<file path="src/rtl/sprite_pkg.sv">
// Shared types and widths for the sprite ROM arbiter.
package sprite_pkg;

    localparam int SPRITE_ADDR_W = 12;
    localparam int SPRITE_DATA_W = 4;

    typedef enum logic [1:0] {
        RUN    = 2'd0,
        DRAIN  = 2'd1,
        PAUSED = 2'd2
    } arb_state_t;

endpackage

</file>
<file path="src/rtl/sprite_rom_arbiter_if.sv">
// Requester, pause and ROM-side bundle of the sprite ROM arbiter.
interface sprite_rom_arbiter_if #(
    parameter int NUM_REQ = 4,
    parameter int ADDR_W  = 12,
    parameter int DATA_W  = 4,
    parameter int ID_W    = $clog2(NUM_REQ)
);
    // Handshake: a requester holds req[i] with a stable address until grant[i];
    // grant is combinational and the address is consumed in that same cycle.
    // rd_valid is a one-cycle strobe with no back-pressure.
    logic [NUM_REQ-1:0]        req;
    logic [NUM_REQ*ADDR_W-1:0] addr;
    logic [NUM_REQ-1:0]        grant;
    logic                      pause;
    logic                      idle;
    logic [ADDR_W-1:0]         rom_address;
    logic [DATA_W-1:0]         rom_q;
    logic                      rd_valid;
    logic [ID_W-1:0]           rd_id;
    logic [DATA_W-1:0]         rd_data;

    modport master (
        output req, addr, pause, rom_q,
        input  grant, idle, rom_address, rd_valid, rd_id, rd_data
    );

    modport slave (
        input  req, addr, pause, rom_q,
        output grant, idle, rom_address, rd_valid, rd_id, rd_data
    );

endinterface

</file>
<file path="src/rtl/sprite_rom_arbiter_rr_select.sv">
// Round-robin selector: first active request at or after ptr, wrapping.
module rr_select #(
    parameter int NUM_REQ = 4,
    parameter int ID_W    = $clog2(NUM_REQ)
) (
    input  logic [NUM_REQ-1:0] req,
    input  logic [ID_W-1:0]    ptr,
    output logic [NUM_REQ-1:0] grant,
    output logic [ID_W-1:0]    index
);
    logic            found;
    logic [ID_W:0]   sum;
    logic [ID_W-1:0] j;

    always_comb begin
        grant = '0;
        index = '0;
        found = 1'b0;
        sum   = '0;
        j     = '0;
        for (int i = 0; i < NUM_REQ; i++) begin
            sum = {1'b0, ptr} + (ID_W+1)'(i);
            if (sum >= (ID_W+1)'(NUM_REQ)) sum = sum - (ID_W+1)'(NUM_REQ);
            j = sum[ID_W-1:0];
            if (!found && req[j]) begin
                found    = 1'b1;
                grant[j] = 1'b1;
                index    = j;
            end
        end
    end

endmodule

</file>
<file path="src/rtl/sprite_rom_arbiter.sv">
// Round-robin arbiter sharing one sprite ROM between NUM_REQ fetchers.
// Optional perf counters are built when SPRITE_ROM_ARB_PERF_EN is defined.
module sprite_rom_arbiter
    import sprite_pkg::*;
#(
    parameter int NUM_REQ = 4,
    parameter int ADDR_W  = SPRITE_ADDR_W,
    parameter int DATA_W  = SPRITE_DATA_W,
    parameter int ROM_LAT = 1
) (
    input  logic                 vga_clk,
    input  logic                 reset_n,
    sprite_rom_arbiter_if.slave  bus,
    output arb_state_t           state
`ifdef SPRITE_ROM_ARB_PERF_EN
    ,
    output logic [NUM_REQ*16-1:0] perf_grant_cnt,
    output logic [15:0]           perf_stall_cnt
`endif
);
    localparam int ID_W = $clog2(NUM_REQ);

    logic [ID_W-1:0]    ptr;
    logic [ID_W-1:0]    sel_idx;
    logic [NUM_REQ-1:0] sel_grant;
    logic               grant_en;
    logic               grant_any;
    logic [ADDR_W-1:0]  addr_sel;
    logic               drain_done;
    logic               idle_r;
    logic [ADDR_W-1:0]  rom_address_r;
    logic [ROM_LAT:0]   pipe_v;
    logic [ID_W-1:0]    pipe_id [ROM_LAT+1];

    rr_select #(.NUM_REQ(NUM_REQ), .ID_W(ID_W)) u_rr_select (
        .req   (bus.req),
        .ptr   (ptr),
        .grant (sel_grant),
        .index (sel_idx)
    );

    assign grant_en  = (state == RUN) && !bus.pause;
    assign bus.grant = grant_en ? sel_grant : '0;
    assign grant_any = grant_en && (|sel_grant);

    always_comb begin
        addr_sel = '0;
        for (int k = 0; k < NUM_REQ; k++) begin
            if (sel_grant[k]) addr_sel = bus.addr[ADDR_W*k +: ADDR_W];
        end
    end

    // The last stage retires this edge, so draining is done once the earlier stages are empty.
    assign drain_done = ~|pipe_v[ROM_LAT-1:0];

    always_ff @(posedge vga_clk or negedge reset_n) begin
        if (!reset_n) begin
            state         <= RUN;
            idle_r        <= 1'b0;
            ptr           <= '0;
            rom_address_r <= '0;
            pipe_v        <= '0;
            for (int s = 0; s <= ROM_LAT; s++) pipe_id[s] <= '0;
        end else begin
            case (state)
                RUN: begin
                    if (bus.pause) state <= DRAIN;
                end
                DRAIN: begin
                    if (!bus.pause) begin
                        state <= RUN;
                    end else if (drain_done) begin
                        state  <= PAUSED;
                        idle_r <= 1'b1;
                    end
                end
                PAUSED: begin
                    if (!bus.pause) begin
                        state  <= RUN;
                        idle_r <= 1'b0;
                    end
                end
                default: begin
                    state  <= RUN;
                    idle_r <= 1'b0;
                end
            endcase
            if (grant_any) begin
                ptr           <= (sel_idx == ID_W'(NUM_REQ-1)) ? '0 : sel_idx + 1'b1;
                rom_address_r <= addr_sel;
            end
            pipe_v     <= {pipe_v[ROM_LAT-1:0], grant_any};
            pipe_id[0] <= sel_idx;
            for (int s = 1; s <= ROM_LAT; s++) pipe_id[s] <= pipe_id[s-1];
        end
    end

    assign bus.idle        = idle_r;
    assign bus.rom_address = rom_address_r;
    assign bus.rd_valid    = pipe_v[ROM_LAT];
    assign bus.rd_id       = pipe_id[ROM_LAT];
    assign bus.rd_data     = pipe_v[ROM_LAT] ? bus.rom_q : '0;

`ifdef SPRITE_ROM_ARB_PERF_EN
    always_ff @(posedge vga_clk or negedge reset_n) begin
        if (!reset_n) begin
            perf_grant_cnt <= '0;
            perf_stall_cnt <= '0;
        end else begin
            for (int k = 0; k < NUM_REQ; k++) begin
                if (bus.grant[k] && perf_grant_cnt[16*k +: 16] != 16'hFFFF)
                    perf_grant_cnt[16*k +: 16] <= perf_grant_cnt[16*k +: 16] + 16'd1;
            end
            if ((|bus.req) && !bus.pause && !grant_any && perf_stall_cnt != 16'hFFFF)
                perf_stall_cnt <= perf_stall_cnt + 16'd1;
        end
    end
`endif

endmodule

</file>
<file path="src/flat_wrapper.sv">
// flat-port wrapper written by rule: the top's interface ports become plain ports
module sprite_rom_arbiter_flat import sprite_pkg::*;
#(
    parameter int NUM_REQ = 4,
    parameter int ADDR_W  = SPRITE_ADDR_W,
    parameter int DATA_W  = SPRITE_DATA_W,
    parameter int ROM_LAT = 1
)
  (vga_clk, reset_n, state, bus_req, bus_addr, bus_pause, bus_rom_q, bus_grant, bus_idle, bus_rom_address, bus_rd_valid, bus_rd_id, bus_rd_data);
  sprite_rom_arbiter_if #(.NUM_REQ(NUM_REQ), .ADDR_W(ADDR_W), .DATA_W(DATA_W)) bus_i ();
  input  logic vga_clk;
  input  logic reset_n;
  output arb_state_t state;
  input wire logic [$bits(bus_i.req)-1:0] bus_req;
  input wire logic [$bits(bus_i.addr)-1:0] bus_addr;
  input wire logic [$bits(bus_i.pause)-1:0] bus_pause;
  input wire logic [$bits(bus_i.rom_q)-1:0] bus_rom_q;
  output wire logic [$bits(bus_i.grant)-1:0] bus_grant;
  output wire logic [$bits(bus_i.idle)-1:0] bus_idle;
  output wire logic [$bits(bus_i.rom_address)-1:0] bus_rom_address;
  output wire logic [$bits(bus_i.rd_valid)-1:0] bus_rd_valid;
  output wire logic [$bits(bus_i.rd_id)-1:0] bus_rd_id;
  output wire logic [$bits(bus_i.rd_data)-1:0] bus_rd_data;
  assign bus_i.req = bus_req;
  assign bus_i.addr = bus_addr;
  assign bus_i.pause = bus_pause;
  assign bus_i.rom_q = bus_rom_q;
  assign bus_grant = bus_i.grant;
  assign bus_idle = bus_i.idle;
  assign bus_rom_address = bus_i.rom_address;
  assign bus_rd_valid = bus_i.rd_valid;
  assign bus_rd_id = bus_i.rd_id;
  assign bus_rd_data = bus_i.rd_data;
  sprite_rom_arbiter #(.NUM_REQ(NUM_REQ), .ADDR_W(ADDR_W), .DATA_W(DATA_W), .ROM_LAT(ROM_LAT)) u_core (.vga_clk(vga_clk), .reset_n(reset_n), .bus(bus_i), .state(state));
endmodule
</file>
<file path="config.mk">
export PLATFORM = sky130hd
export DESIGN_NAME = sprite_rom_arbiter_flat
export DESIGN_NICKNAME = d
export VERILOG_FILES = /design/src/rtl/sprite_pkg.sv /design/src/rtl/sprite_rom_arbiter_if.sv /design/src/rtl/sprite_rom_arbiter_rr_select.sv /design/src/rtl/sprite_rom_arbiter.sv /design/src/flat_wrapper.sv
export SDC_FILE = /design/constraint.sdc
export NUM_CORES = 1
export LEC_CHECK = 0
export ABC_CLOCK_PERIOD_IN_PS = 9800
export BUFFER_PORTS_ARGS = -buffer_cell sky130_fd_sc_hd__buf_2
export CORE_MARGIN = 10
export CORE_UTILIZATION = 30
export DETAILED_ROUTE_END_ITERATION = 10
export GPL_TIMING_DRIVEN = 0
export PLACE_DENSITY_LB_ADDON = 0.12
export REMOVE_ABC_BUFFERS = 1
export SYNTH_ARGS = -nofsm -noshare
export SYNTH_HDL_FRONTEND = slang
export SYNTH_SLANG_ARGS = --single-unit
</file>
<file path="constraint.sdc">
create_clock -name vga_clk -period 9.8 [get_ports vga_clk]
set_clock_uncertainty 0.1 [all_clocks]
set_input_delay 1.96 -clock vga_clk [delete_from_list [all_inputs] [get_ports vga_clk]]
set_output_delay 1.96 -clock vga_clk [all_outputs]
set_load 0.05 [all_outputs]
</file>
---- Word level (Yosys, flattened, before mapping) ----
Cells that the tools add are included.
Widths: inputs -> output; s select.
storage, ports and cells
  register bits ........................... 23
  input port bits ......................... 59
  output and inout port bits .............. 26
  logic and storage cells ................. 103
operators by class
  add/sub/neg operators ................... 8
  order comparisons ....................... 12
  eq/ne operators ......................... 8
  muxes and demuxes ....................... 47
  bitwise logic cells ..................... 4
  reduce and logical (&&, ||, !) cells .... 17
operators by type and width
  operator             count
  $mux 12              4
  $mux 2               13
  $mux 4               6
  $mux 1               14
  $lt 2x3->1 const B   4
  $or 4x4->4           3
  $ge 3x3->1 const B   3
  $logic_and 1x1->1    9
  $bmux 1 s2           4
  $demux 1 s2          4
  $ge 2x1->1 const B   4
  $ne 2x2->1 const B   4
  $sub 2x1->2 const B  4
  $add 2x2->3 const B  2
  $pmux 2 s3           1
  $eq 2x2->1 const B   2
  $logic_not 1->1      4
  $reduce_and 4->1     1
  $reduce_or 4->1      1
  $add 2x1->3 const B  1
  $ge 2x3->1 const B   1
  $ne 3x3->1 const B   1
  $pmux 1 s3           1
  $reduce_and 3->1     1
  other kinds (4)      4

---- Logic depth before layout (Yosys ltp) ----
  depth in word-level cells ............... 18
  mapped depth ............................ 11
  mapped depth without buffers ............ 9

---- Cells and area by module ----
From an unflattened synthesis, not the netlist that was laid out.
second synthesis, totals
  cells, all modules ...................... 179
  area total of the unflattened synthesis .. 1694.1 um^2
modules (own cells, without submodules)
  module              instances  cells an instance  area an instance (um^2)  seq. area each (um^2)
  sprite_rom_arbiter  1          114                1204.9                   575.6
  rr_select           1          65                 489.2                    0.0

---- Worst setup path before layout ----
Ideal clock, no wire load.
  kind .................................... input to output
  start ................................... input port bus_req[0]
  end ..................................... output port bus_grant[3]
  arrival ................................. 4.022 ns
  data required time ...................... 7.740 ns
  slack ................................... 3.718 ns
  stages .................................. 7
  path buffers ............................ 2
  cells stage by stage .................... buf_2 -> or3b_1 -> a2111o_1 -> nand2_1 -> a22oi_1 -> clkbuf_2 -> nor2_1
on the way
  word-level cells in the longest chain between the ends .. 13
  elaborated cells on any way between the ends .. 25
  those cells by class .................... mux (16); bitwise (3); reduce/logical (6)
ends and longest elaborated chain
  what                          line                                text
  start, declared               flat_wrapper.sv:14                  input wire logic [$bits(bus_i.req)-1:0] bus_req;
  $bmux 1 s2                    sprite_rom_arbiter_rr_select.sv:25  if (!found && req[j]) begin
  $mux 1 (implied by the code)  sprite_rom_arbiter_rr_select.sv:25
  $mux 1                        sprite_rom_arbiter_rr_select.sv:25
  $logic_not 1->1               sprite_rom_arbiter_rr_select.sv:25
  $logic_and 1x1->1             sprite_rom_arbiter_rr_select.sv:25
  $mux 1                        sprite_rom_arbiter_rr_select.sv:25
  $logic_not 1->1               sprite_rom_arbiter_rr_select.sv:25
  $logic_and 1x1->1             sprite_rom_arbiter_rr_select.sv:25
  $mux 1                        sprite_rom_arbiter_rr_select.sv:25
  $logic_not 1->1               sprite_rom_arbiter_rr_select.sv:25
  $logic_and 1x1->1             sprite_rom_arbiter_rr_select.sv:25
  $mux 4 (*)                    sprite_rom_arbiter_rr_select.sv:25
  $mux 4 (*)                    sprite_rom_arbiter.sv:43            assign bus.grant = grant_en ? sel_grant : '0;
  end, declared                 flat_wrapper.sv:18                  output wire logic [$bits(bus_i.grant)-1:0] bus_grant;
Every way passes the cells marked *; elsewhere a longest branch is shown, timed or not. The select of a mux whose other input is x is not followed.

---- Worst setup path after layout ----
  start ................................... input port bus_req[2]
  end ..................................... output port bus_grant[3]
The elaborated chain is that of the path after synthesis.

==> results_dict.tcl <==
set metrics [dict create \
    async_flop_share_pct 100 \
    setup-tns-final_ns 0 \
    powerDensity_nw_per_um2 378 \
    netlist-cell-type-count 51 \
    avgSynthCellArea_um2 9.17 \
    cts-buffers-inserted 3 \
    ys_seq_area_share_pct 26.2 \
    grt_pass1_wl_um 11600 \
    drt-initial-drc-count 105 \
    grt_max_degree 24 \
    yosysTopAreaCell "dfrtp_1" \
    crit_top_cell "buf_2" \
    ant_nets 0 \
    fin_nets 373 \
    place_congestion 0.775 \
    whs_path_depth 0 \
    max_slew_margin_pct 7.88 \
    endpoint_kind "output port" \
    min_period_ns 6.58 \
    grtUsageTotal_pct 12.4 \
    grt_remaining_overflow 0 \
    viasPerCell 5.20 \
    worst_pin_slew_ns 1.38 \
    antenna_found_initial 0 \
    clkTransAtPathRegs_ns 0.09 \
    cts_root_buffer "clkbuf_8" \
    cp_top_family "compound AO/OA/AOI/OAI gates" \
    setup_viol 0 \
    post-dp-hpwl_um 5390 \
    rsz0062_at_grt "no" \
    cts.sinks 23 \
    cp_max_fo 15 \
    outcome "finished, final reports clean" \
    portBuffers 84 \
    cp.buffers_inverters 2 \
    timing.fmax_ghz 0.152 \
    postSynthCellCount 240 \
    hold_buffers 0 \
    routed_wl_um 7170 \
    slowest_stage "a22oi_1" \
    yosysMostFrequentCell "inv_1" \
    max_cap_viol_count 0 \
    clk_latency_ns 0.27 \
    syn_to_final_growth_pct 20.6 \
    die_area_um2 11200 \
    total_power_uw 1000 \
    wl_per_cell_um 17.8 \
    rr_startpoint "u_core.ptr[0]$_DFFE_PN0P_" \
    criticalPathCategory "in2out" \
    synthTopCellsByArea "dfrtp_1, a2111oi_2, inv_1, a32oi_1, o311ai_1" \
    drc 0 \
    initial_core_util_pct 30.7 \
    path_cells "buf_2 > mux4_1 > a21oi_1 > nand2_1 > a22oi_1 > nor2_1 > buf_2" \
    cp_slowest_stage_delay_ns 1.02 \
    first_pass_iters 4 \
    cts.repair.resized 0 \
    synthTopCellsByCount "inv_1, dfrtp_1, a21oi_1" \
    synth_top_cell_area_share_pct 26.2 \
    die_w_um 106 \
    syn-cell-area_um2 2200 \
    ios 85 \
    tritoncts "built" \
    synth-seq-cells 23 \
    fin_util_pct 37.0 \
    synth-edff-count 0 \
    fin_ws_ns 3.22 \
    core_um2 7180 \
    period_share_pct 67.2 \
    cts_buffer_depth 2 \
    hold_viol_final 0 \
    postCtsSetupRepairBufs 0 \
    ys.flop_type "dfrtp_1" \
    antenna_cells 0 \
    worstHoldStart "u_core.pipe_id[2]$_DFF_PN0_" \
    ff2ff_setup_slack_ns 5.18 \
    arrival_ns 4.52 \
    die_h_um 106 \
    drive_gt1_share_pct 34.4 \
    num_vias 2100 \
    leakagePower_uw 0.00127 \
    rows 31 \
    dp_slack_ns 3.23 \
    vdd_drop_max_mv 0.0967 \
    crit_required_ns 7.74 \
    min_to "u_core.bus.rd_id[0]$_DFF_PN0_" \
    drv_slew 0 \
    cp-start-kind "input port" \
    rr_endpoint "u_core.bus.rom_address[10]$_DFFE_PN0P_" \
    ys_warn_count 0 \
    grt_pass1_vias 2167 \
    hold_path_class "reg2reg" \
    r2r_cells 8 \
    htree_levels 1 \
]
==> power breakdown <==
group | switching [µW] | internal (µW) | leakage [µW] | total [µW]
clock | 35.0 | 28.8 | 0.0000217 | 63.8
sequential | 41.9 | 142 | 0.000266 | 183
combinational | 510 | 246 | 0.000977 | 756
total | 587 | 416 | 0.00127 | 1000
==> worst reg2reg max path, cell delays in order, from the launching register on <==
cell and delay [ns]:
dfrtp_1 0.75, inv_1 0.25, ha_1 0.44, mux4_2 0.46, a21oi_1 0.19, nand2_1 0.09, a22oi_1 1.02, nand4_1 0.80
a32oi_1 0.45
==> routing by layer <==
metal | vias up | track usage (%) | wire [µm]
li1 | 1035 | - | -
met4 | 0 | 2.90 | 72
met5 | - | 0 | 0
met3 | 6 | 2.01 | 404
met2 | 80 | 19.5 | 3230
met1 | 979 | 17.4 | 3460
==> layout by cell type (no fill, tap or decap), types with 9 or more instances in the layout <==
cell        n
a21boi_0   12
a21oi_1    18
o311ai_1   12
a32oi_1    12
a2111oi_2   9
inv_1      33
dfrtp_1    23
a21o_1     13
nor2_1     10
buf_2      84
==> layout make-up <==
cell class | count | area (µm²)
fillers | 777 | 4520
multi-input cells | 159 | 1350
flip-flops and latches | 23 | 576
repair buffers | 86 | 435
inverters | 33 | 124
well taps | 99 | 124
clock buffers | 3 | 41.3
clock inverters | 1 | 7.51
==> metrics by stage <==
| stage | instances | instance area, µm² | hold WS, ns |
|---|---|---|---|
| 2_1_floorplan | 215 | 2050 | 0.231 |
| 3_3_place_gp | 398 | 2590 | 0.238 |
| 4_1_cts | 404 | 2650 | 0.268 |
| 5_1_grt | 404 | 2650 | 0.273 |
| 6_report | 404 | 2650 | 0.265 |
| 3_5_place_dp | 400 | 2610 | 0.246 |
==> worst max path at each step <==
stage	start	endpoint	slack, ns	cells after the start
floorplan	bus_req[0]	bus_grant[1]	3.21	5
global placement	bus_req[3]	bus_grant[0]	2.84	7
detailed placement	bus_req[2]	bus_grant[3]	3.23	7
CTS	bus_req[2]	bus_grant[3]	3.22	7
global route	bus_req[2]	bus_grant[3]	3.06	7
finish	bus_req[2]	bus_grant[3]	3.22	7
==> logic make-up (layout without fill, tap and decap cells) <==
family / Yosys count / after routing / share of synthesized area [%]
compound gates: 106 / 106 / 40.7
fa+ha+maj: 8 / 8 / 4.55
buf+inv: 58 / 123 / 12.6
flops: 23 / 23 / 26.2
mux: 6 / 6 / 4.95
simple gates: 39 / 39 / 11.0
==> state kept, by name, indices dropped and copies added (netlist names) <==
name	cells
u_core.pipe_v	2
u_core.pipe_id	2
u_core.bus.rd_id	2
u_core.bus.idle	1
u_core.state	2
u_core.bus.rom_address	12
u_core.ptr	2
Power figures use the tool's default switching activity.
